File: src/rtl/vesa_pkg.sv
// Shared VESA raster constants and the line-fetch scheduler state type.
// Latency: n/a (declarations only).
// Backpressure: n/a.
package vesa_pkg;

  // 1280x720@60 timing, shared with the timing generator
  localparam int H_ACTIVE = 1280;
  localparam int H_FRONT  = 110;
  localparam int H_SYNC   = 40;
  localparam int H_BACK   = 220;
  localparam int V_ACTIVE = 720;
  localparam int V_FRONT  = 5;
  localparam int V_SYNC   = 5;
  localparam int V_BACK   = 20;

  typedef enum logic [1:0] {
    IDLE,
    WAIT_FRAME,
    ISSUE,
    WAIT_LINE
  } fetch_state_t;

endpackage

File: src/rtl/vesa_edge_det.sv
// Registered rise/fall detector for an already-synchronous level signal.
// Latency: edge flags are combinational from the input, one register of history.
// Backpressure: none.
module vesa_edge_det (
  input  logic clk_i,
  input  logic rst_i,
  input  logic sig_i,
  output logic rise_o,
  output logic fall_o
);

  logic sig_q;

  // keep last cycle's level so edges are seen the cycle the input changes
  always_ff @(posedge clk_i or posedge rst_i) begin
    if (rst_i) sig_q <= 1'b0;
    else       sig_q <= sig_i;
  end

  assign rise_o = sig_i & ~sig_q;
  assign fall_o = ~sig_i & sig_q;

endmodule

File: src/rtl/vesa_line_fetch.sv
// Scanout fetch scheduler: issues burst reads one display line ahead of the raster.
// Latency: first command valid one clock after vsync rises; one burst per clock when ready.
// Backpressure: valid/ready; address and last held stable until the command is accepted.
module vesa_line_fetch #(
  parameter int H_ACTIVE     = vesa_pkg::H_ACTIVE,
  parameter int V_ACTIVE     = vesa_pkg::V_ACTIVE,
  parameter int BURST_PIXELS = 64,  // H_ACTIVE must be a multiple of this
  parameter int LINE_STRIDE  = 2048,
  parameter int ADDR_W       = 24
) (
  input  logic              clk_i,
  input  logic              rst_i,
  input  logic              vsync_i,
  input  logic              data_en_i,
  input  logic              enable_i,
  input  logic [ADDR_W-1:0] fb_base_i,
  output logic              cmd_valid_o,
  input  logic              cmd_ready_i,
  output logic [ADDR_W-1:0] cmd_addr_o,
  output logic [7:0]        cmd_len_o,
  output logic              cmd_last_o,
  output logic [10:0]       fetch_line_o,
  output logic              fetch_busy_o,
  output logic              underrun_o,
  input  logic              underrun_clr_i
);

  import vesa_pkg::*;

  localparam int BURSTS = H_ACTIVE / BURST_PIXELS;
  localparam int BIDX_W = (BURSTS > 1) ? $clog2(BURSTS) : 1;
  localparam logic [BIDX_W-1:0] LAST_IDX = BIDX_W'(BURSTS - 1);

  fetch_state_t      state_q, state_d;
  logic [BIDX_W-1:0] burst_idx_q, burst_idx_d;
  logic [ADDR_W-1:0] line_base_q, line_base_d;
  logic [ADDR_W-1:0] cmd_addr_q, cmd_addr_d;
  logic [10:0]       fetch_line_q, fetch_line_d;
  logic              restart_q, restart_d;
  logic              underrun_q, underrun_d;

  logic vs_rise, vs_fall_unused, de_rise, de_fall;
  logic issuing, accept, last_burst, arm;

  vesa_edge_det u_vs_edge (
    .clk_i  (clk_i),
    .rst_i  (rst_i),
    .sig_i  (vsync_i),
    .rise_o (vs_rise),
    .fall_o (vs_fall_unused)
  );

  vesa_edge_det u_de_edge (
    .clk_i  (clk_i),
    .rst_i  (rst_i),
    .sig_i  (data_en_i),
    .rise_o (de_rise),
    .fall_o (de_fall)
  );

  assign issuing    = (state_q == ISSUE);
  assign accept     = issuing & cmd_ready_i;
  assign last_burst = (burst_idx_q == LAST_IDX);

  // next-state, address walk and frame re-arm
  always_comb begin
    state_d      = state_q;
    burst_idx_d  = burst_idx_q;
    line_base_d  = line_base_q;
    cmd_addr_d   = cmd_addr_q;
    fetch_line_d = fetch_line_q;
    restart_d    = restart_q;
    arm          = 1'b0;

    case (state_q)
      IDLE: begin
        if (enable_i) state_d = WAIT_FRAME;
      end
      WAIT_FRAME: begin
        if (!enable_i)    state_d = IDLE;
        else if (vs_rise) arm = 1'b1;
      end
      ISSUE: begin
        // a vsync that lands on a stalled command is remembered until it drains
        if (vs_rise && !accept) restart_d = 1'b1;
        if (accept) begin
          if (!enable_i) begin
            state_d   = IDLE;
            restart_d = 1'b0;
          end else if (vs_rise || restart_q) begin
            arm       = 1'b1;
            restart_d = 1'b0;
          end else if (last_burst) begin
            burst_idx_d  = '0;
            line_base_d  = line_base_q + ADDR_W'(LINE_STRIDE);
            cmd_addr_d   = line_base_q + ADDR_W'(LINE_STRIDE);
            fetch_line_d = fetch_line_q + 11'd1;
            state_d      = WAIT_LINE;
          end else begin
            burst_idx_d = burst_idx_q + BIDX_W'(1);
            cmd_addr_d  = cmd_addr_q + ADDR_W'(BURST_PIXELS);
          end
        end
      end
      WAIT_LINE: begin
        if (!enable_i)    state_d = IDLE;
        else if (vs_rise) arm = 1'b1;
        else if (de_fall) state_d = (fetch_line_q == 11'(V_ACTIVE)) ? WAIT_FRAME : ISSUE;
      end
      default: state_d = IDLE;
    endcase

    // frame start: fb_base is sampled only here so a mid-frame change cannot tear
    if (arm) begin
      line_base_d  = fb_base_i;
      cmd_addr_d   = fb_base_i;
      burst_idx_d  = '0;
      fetch_line_d = '0;
      state_d      = ISSUE;
    end
  end

  // sticky underrun: the raster entered a line or frame that is still being requested
  always_comb begin
    underrun_d = underrun_q & ~underrun_clr_i;
    if (issuing && (de_rise || vs_rise)) underrun_d = 1'b1;
  end

  // state and datapath registers
  always_ff @(posedge clk_i or posedge rst_i) begin
    if (rst_i) begin
      state_q      <= IDLE;
      burst_idx_q  <= '0;
      line_base_q  <= '0;
      cmd_addr_q   <= '0;
      fetch_line_q <= '0;
      restart_q    <= 1'b0;
      underrun_q   <= 1'b0;
    end else begin
      state_q      <= state_d;
      burst_idx_q  <= burst_idx_d;
      line_base_q  <= line_base_d;
      cmd_addr_q   <= cmd_addr_d;
      fetch_line_q <= fetch_line_d;
      restart_q    <= restart_d;
      underrun_q   <= underrun_d;
    end
  end

  assign cmd_valid_o  = issuing;
  assign fetch_busy_o = issuing;
  assign cmd_addr_o   = cmd_addr_q;
  assign cmd_last_o   = issuing & last_burst;
  assign cmd_len_o    = 8'(BURST_PIXELS);
  assign fetch_line_o = fetch_line_q;
  assign underrun_o   = underrun_q;

endmodule
File: config.mk
export PLATFORM = sky130hd
export DESIGN_NAME = vesa_line_fetch
export DESIGN_NICKNAME = d
export VERILOG_FILES = /design/src/rtl/vesa_pkg.sv /design/src/rtl/vesa_edge_det.sv /design/src/rtl/vesa_line_fetch.sv
export SDC_FILE = /design/constraint.sdc
export NUM_CORES = 1
export LEC_CHECK = 0
export BUFFER_PORTS_ARGS = -buffer_cell sky130_fd_sc_hd__buf_2
export CAP_MARGIN = 20
export CORE_MARGIN = 2
export CORE_UTILIZATION = 50
export CTS_BUF_LIST = sky130_fd_sc_hd__clkbuf_16
export CTS_CLUSTER_DIAMETER = 40
export DETAILED_ROUTE_END_ITERATION = 16
export MAX_ROUTING_LAYER = met4
export PLACE_DENSITY_LB_ADDON = 0.05
export SLEW_MARGIN = 15
export SYNTH_ARGS = -nofsm -noshare
export SYNTH_HDL_FRONTEND = slang
export SYNTH_SLANG_ARGS = --single-unit
File: constraint.sdc
create_clock -name clk_i -period 2.25 [get_ports clk_i]
set_input_delay 0.225 -clock clk_i [delete_from_list [all_inputs] [get_ports clk_i]]
set_output_delay 0.225 -clock clk_i [all_outputs]
set_load 0.01 [all_outputs]
==> metrics.log <==
INFO  metric status = completed
INFO  metric finalNetCount = 583
INFO  metric area_of_the_die = 0.00890 mm^2
INFO  metric tritoncts_num_sinks = 70
INFO  metric avgRoutedWirePerCell = 16.7 um
INFO  metric layout-drive-gt1-share = between 20% and 30%
INFO  metric route.antenna.remaining_nets = 0
INFO  metric cts_inserted_buffers = 9
INFO  metric drv_slew = 0
INFO  metric post-place-cells = 637
INFO  metric met2_wirelength = between 5000 and 6000 um
INFO  metric root_buffer = sky130_fd_sc_hd__clkbuf_16
INFO  metric worstSetupEndpointType = flip-flop
INFO  metric leakagePower = 0.00222 uW
INFO  metric setup-violations-final = 0
INFO  metric power.ir.vdd_worst = approximately 0.00065 V
INFO  metric tightest_slew = 0.642 ns
INFO  metric highest_layer = met4
INFO  metric layout_min_cycle_time = around 2.1 ns
INFO  metric grt_start_max_net_pins = 48
INFO  metric max_clock_freq = ~0.47 GHz
INFO  metric hold_viol = 0
INFO  metric drtIter0Drc = around 250
INFO  metric cellPowerDensity = 1090 mW/mm^2
INFO  metric via_per_inst = 5.80
INFO  metric tritoncts_clock_tree = done
INFO  metric timing.setup.tns = 0 ns
INFO  metric seq_power_share = between 40% and 50%
INFO  metric routed-via-count = around 3.8k
INFO  metric critical_path_required = between 2 and 2.5 ns
INFO  metric ys_async_sr_fraction = 100%
INFO  metric syn-mean-instance-area = 8.76 um^2
INFO  metric cts.reportedPaths.clkPinSlew = 0.06 ns
INFO  metric timing.clock.skew = 0.00516 ns
INFO  metric postLayoutSetupSlackWorst = 0.103 ns
INFO  metric layout_fillers = between 600 and 700
INFO  metric grt_pass1_wl = 18000 um
INFO  metric rows = 32
INFO  metric relSlewSlack = 57.2%
INFO  metric ctsLongestPathBuffers = 2
INFO  metric sequential_cell_area = 0.00175 mm^2
INFO  metric power.share.combinational = 33.1%
INFO  metric clk-insertion-delay-late = about 0.33 ns
INFO  metric boundaryPins = a little under 80
INFO  metric area_growth_syn_to_layout = 21.6%
INFO  metric synth-edff-count = 0
INFO  metric floorplan.core_area = a little under 0.008 mm^2
INFO  metric post-route-drc-count = 0
INFO  metric rsz0062_at_grt = no
INFO  metric timing.critical_path.from_type = flip-flop
INFO  metric antenna_found_initial = 0
INFO  metric dieHeight = 94.4 um
INFO  metric port-buffer-count = 69
INFO  metric postLayoutCellArea = 0.00496 mm^2
INFO  metric fin_cells = 654
INFO  metric yosysSeqAreaShare = 42.9%
INFO  metric floorplan.initialDensity = 52.3%
INFO  metric detailroute.wirelength.met3 = 731 um
INFO  metric total_grt_usage = a little over a quarter
INFO  metric worst_hold_path_type = in -> reg
INFO  metric portion_of_total_power_attributed_to_the_clock_network = 25.9%
INFO  metric placement.setup.worst_slack = 0.158 ns
INFO  metric diodes = 0
INFO  metric syn_inst = 466
INFO  metric maxCapViolCount = 0
INFO  metric power_switching_share = 38.1%
INFO  metric synth-main-ff-cell = sky130_fd_sc_hd__dfrtp_1
INFO  metric worstPathMaxFanout = 5
INFO  metric dp_hpwl = 7840 um
INFO  metric cts_max_level = 3
INFO  metric postCtsResizedCells = 0
INFO  metric p_total = roughly 5400 uW
INFO  metric timing.final.crit_share = between 90 and 100%
INFO  metric netlist-cell-type-count = 63
INFO  metric area_of_combinational_cells_with_multiple_inputs = approximately 0.0021 mm^2
INFO  metric yosys_warnings = 0
INFO  metric gr_ovfl_total = 0
INFO  metric routabilityCongestion = 0.929
INFO  metric crit_type = reg -> reg
INFO  metric routed_wl = 10900 um
INFO  metric dpl-instance-area = 0.00466 mm^2
INFO  metric detail_route.first_pass.iterations = 5
INFO  metric first_global_vias = between 3k and 4k
INFO  metric routedLengthMet1 = 4840 um
INFO  metric post_synth_instance_area = approximately 0.0041 mm^2
INFO  metric yosys_register_bits = 70
INFO  metric power.switching = 2060 uW
INFO  metric post_cts.repair.setup_buffers = 0
INFO  metric cellInternalPower = 3350 uW
INFO  metric critPathArrivalTime = 2.36 ns
INFO  metric die_width = 94.4 um
-- cells in the final DEF (no fill, tap or decap), types with 4 or more instances in the layout --
cell type / synthesis / routed
sky130_fd_sc_hd__o21ai_0: 21 / 21
sky130_fd_sc_hd__nor4_1: 5 / 4
sky130_fd_sc_hd__a31oi_1: 15 / 15
sky130_fd_sc_hd__dfrtp_1: 70 / 70
sky130_fd_sc_hd__a21oi_1: 22 / 22
sky130_fd_sc_hd__a211oi_1: 4 / 4
sky130_fd_sc_hd__ha_1: 5 / 5
sky130_fd_sc_hd__xor2_1: 15 / 15
sky130_fd_sc_hd__nand2b_1: 5 / 5
sky130_fd_sc_hd__nand3_1: 21 / 21
sky130_fd_sc_hd__nor3_1: 10 / 10
sky130_fd_sc_hd__nor2_1: 49 / 49
sky130_fd_sc_hd__buf_4: 10 / 25
sky130_fd_sc_hd__nand4_1: 10 / 10
sky130_fd_sc_hd__xnor2_1: 21 / 21
sky130_fd_sc_hd__o22ai_1: 7 / 7
sky130_fd_sc_hd__nand2_1: 73 / 73
sky130_fd_sc_hd__clkbuf_16: 0 / 9
sky130_fd_sc_hd__buf_2: 5 / 69
sky130_fd_sc_hd__conb_1: 2 / 8
sky130_fd_sc_hd__inv_1: 18 / 17
-- layer usage --
layer,up-vias,global-route usage (%)
li1,1796,-
met1,1835,35.7
met2,152,41.4
met3,12,6.23
met4,0,9.06
met5,-,-
-- worst max-delay path: stages (launching register included) --
cell	delay, ns
sky130_fd_sc_hd__dfrtp_1	0.42
sky130_fd_sc_hd__ha_1	0.24
sky130_fd_sc_hd__nand4_1	0.17
sky130_fd_sc_hd__nor4_1	0.53
sky130_fd_sc_hd__nand3_1	0.19
sky130_fd_sc_hd__a21o_1	0.21
sky130_fd_sc_hd__a221o_1	0.28
-- cell usage after synthesis (all sizes together), types with 6 or more instances --
library cell   n  area [um^2]
nand2         73          274
dfrtp         70         1750
nor2          49          184
a21oi         22          110
nand3         21          105
o21ai         21          105
xnor2         21          184
clkbuf        18         67.6
inv           18         67.6
buf           16          111
a31oi         15         93.8
xor2          15          131
nand4         10         62.6
nor3          10         50.1
o22ai          7         43.8
nor4           6         43.8
-- final timing paths --
| path | slack, ns | from | end | cells after the start |
|---|---|---|---|---|
| worst max register to register | 0.10 | cmd_addr_o[6]$_DFFE_PP0P_ | cmd_addr_o[22]$_DFFE_PP0P_ | 6 |
| max in group asynchronous | 1.15 | rst_i | cmd_addr_o[10]$_DFFE_PP0P_ | 4 |
| worst max-delay path | 0.10 | cmd_addr_o[6]$_DFFE_PP0P_ | cmd_addr_o[22]$_DFFE_PP0P_ | 6 |
| min in group asynchronous | 0.48 | rst_i | line_base_q[3]$_DFFE_PP0P_ | 3 |
| worst min register to register | 0.47 | line_base_q[1]$_DFFE_PP0P_ | line_base_q[1]$_DFFE_PP0P_ | 2 |
| worst min-delay path | 0.02 | data_en_i | u_de_edge.sig_q$_DFF_PP0_ | 1 |
-- power by group through the flow --
| stage | clock [uW] | sequential (uW) | combinational, uW |
|---|---|---|---|
| after global placement | 0 | 2210 | 1760 |
| final | 1400 | 2220 | 1790 |
| after global routing | 1480 | 2290 | 2020 |
| after floorplan | 0 | 2180 | 1130 |
| after detailed placement | 0 | 2220 | 1790 |
| after CTS | 1430 | 2210 | 1800 |
-- area by class of cell --
type                            count  share of cell area, %
Timing Repair Buffer               98                   12.1
Clock inverter                      7                   1.31
Tap cell                          102                   2.57
Multi-Input combinational cell    350                   42.8
Inverter                           18                   1.36
Clock buffer                        9                   4.54
Sequential cell                    70                   35.3
-- timing repair --
action,in CTS,in global routing
setup endpoints to repair,0,0
endpoints found under the hold margin,23,0
hold buffers,1,0
-- registers in the layout, summed over array words and instances (netlist names) --
signal	count
u_de_edge.sig_q	1
u_vs_edge.sig_q	1
state_q	2
fetch_line_o	11
line_base_q	24
restart_q	1
cmd_addr_o	24
underrun_o	1
burst_idx_q	5
-- kinds of logic (layout without fill, tap and decap cells) --
logic type | after synthesis | count (layout) | synth area share [%]
adder cells (fa/ha/maj) | 5 | 5 | 1.53
XOR/XNOR | 36 | 36 | 7.72
buffers and inverters | 52 | 132 | 6.04
AO/OA/AOI/OAI | 105 | 105 | 18.4
other | 2 | 8 | 0.184
multiplexers | 3 | 3 | 0.766
flip-flops | 70 | 70 | 42.9
AND/OR/NAND/NOR | 193 | 193 | 22.5
-- per-stage QoR --
| step | hold WS (ns) | util, % |
|---|---|---|
| after detailed placement | 0.291 | 59.7 |
| after CTS | 0.0175 | 63.6 |
| after global placement | 0.285 | 59.7 |
| after global routing | 0.0234 | 63.6 |
| after floorplan | 0.256 | - |
| final | 0.0249 | 63.6 |
Note: power is estimated with default switching activity, not from simulation.
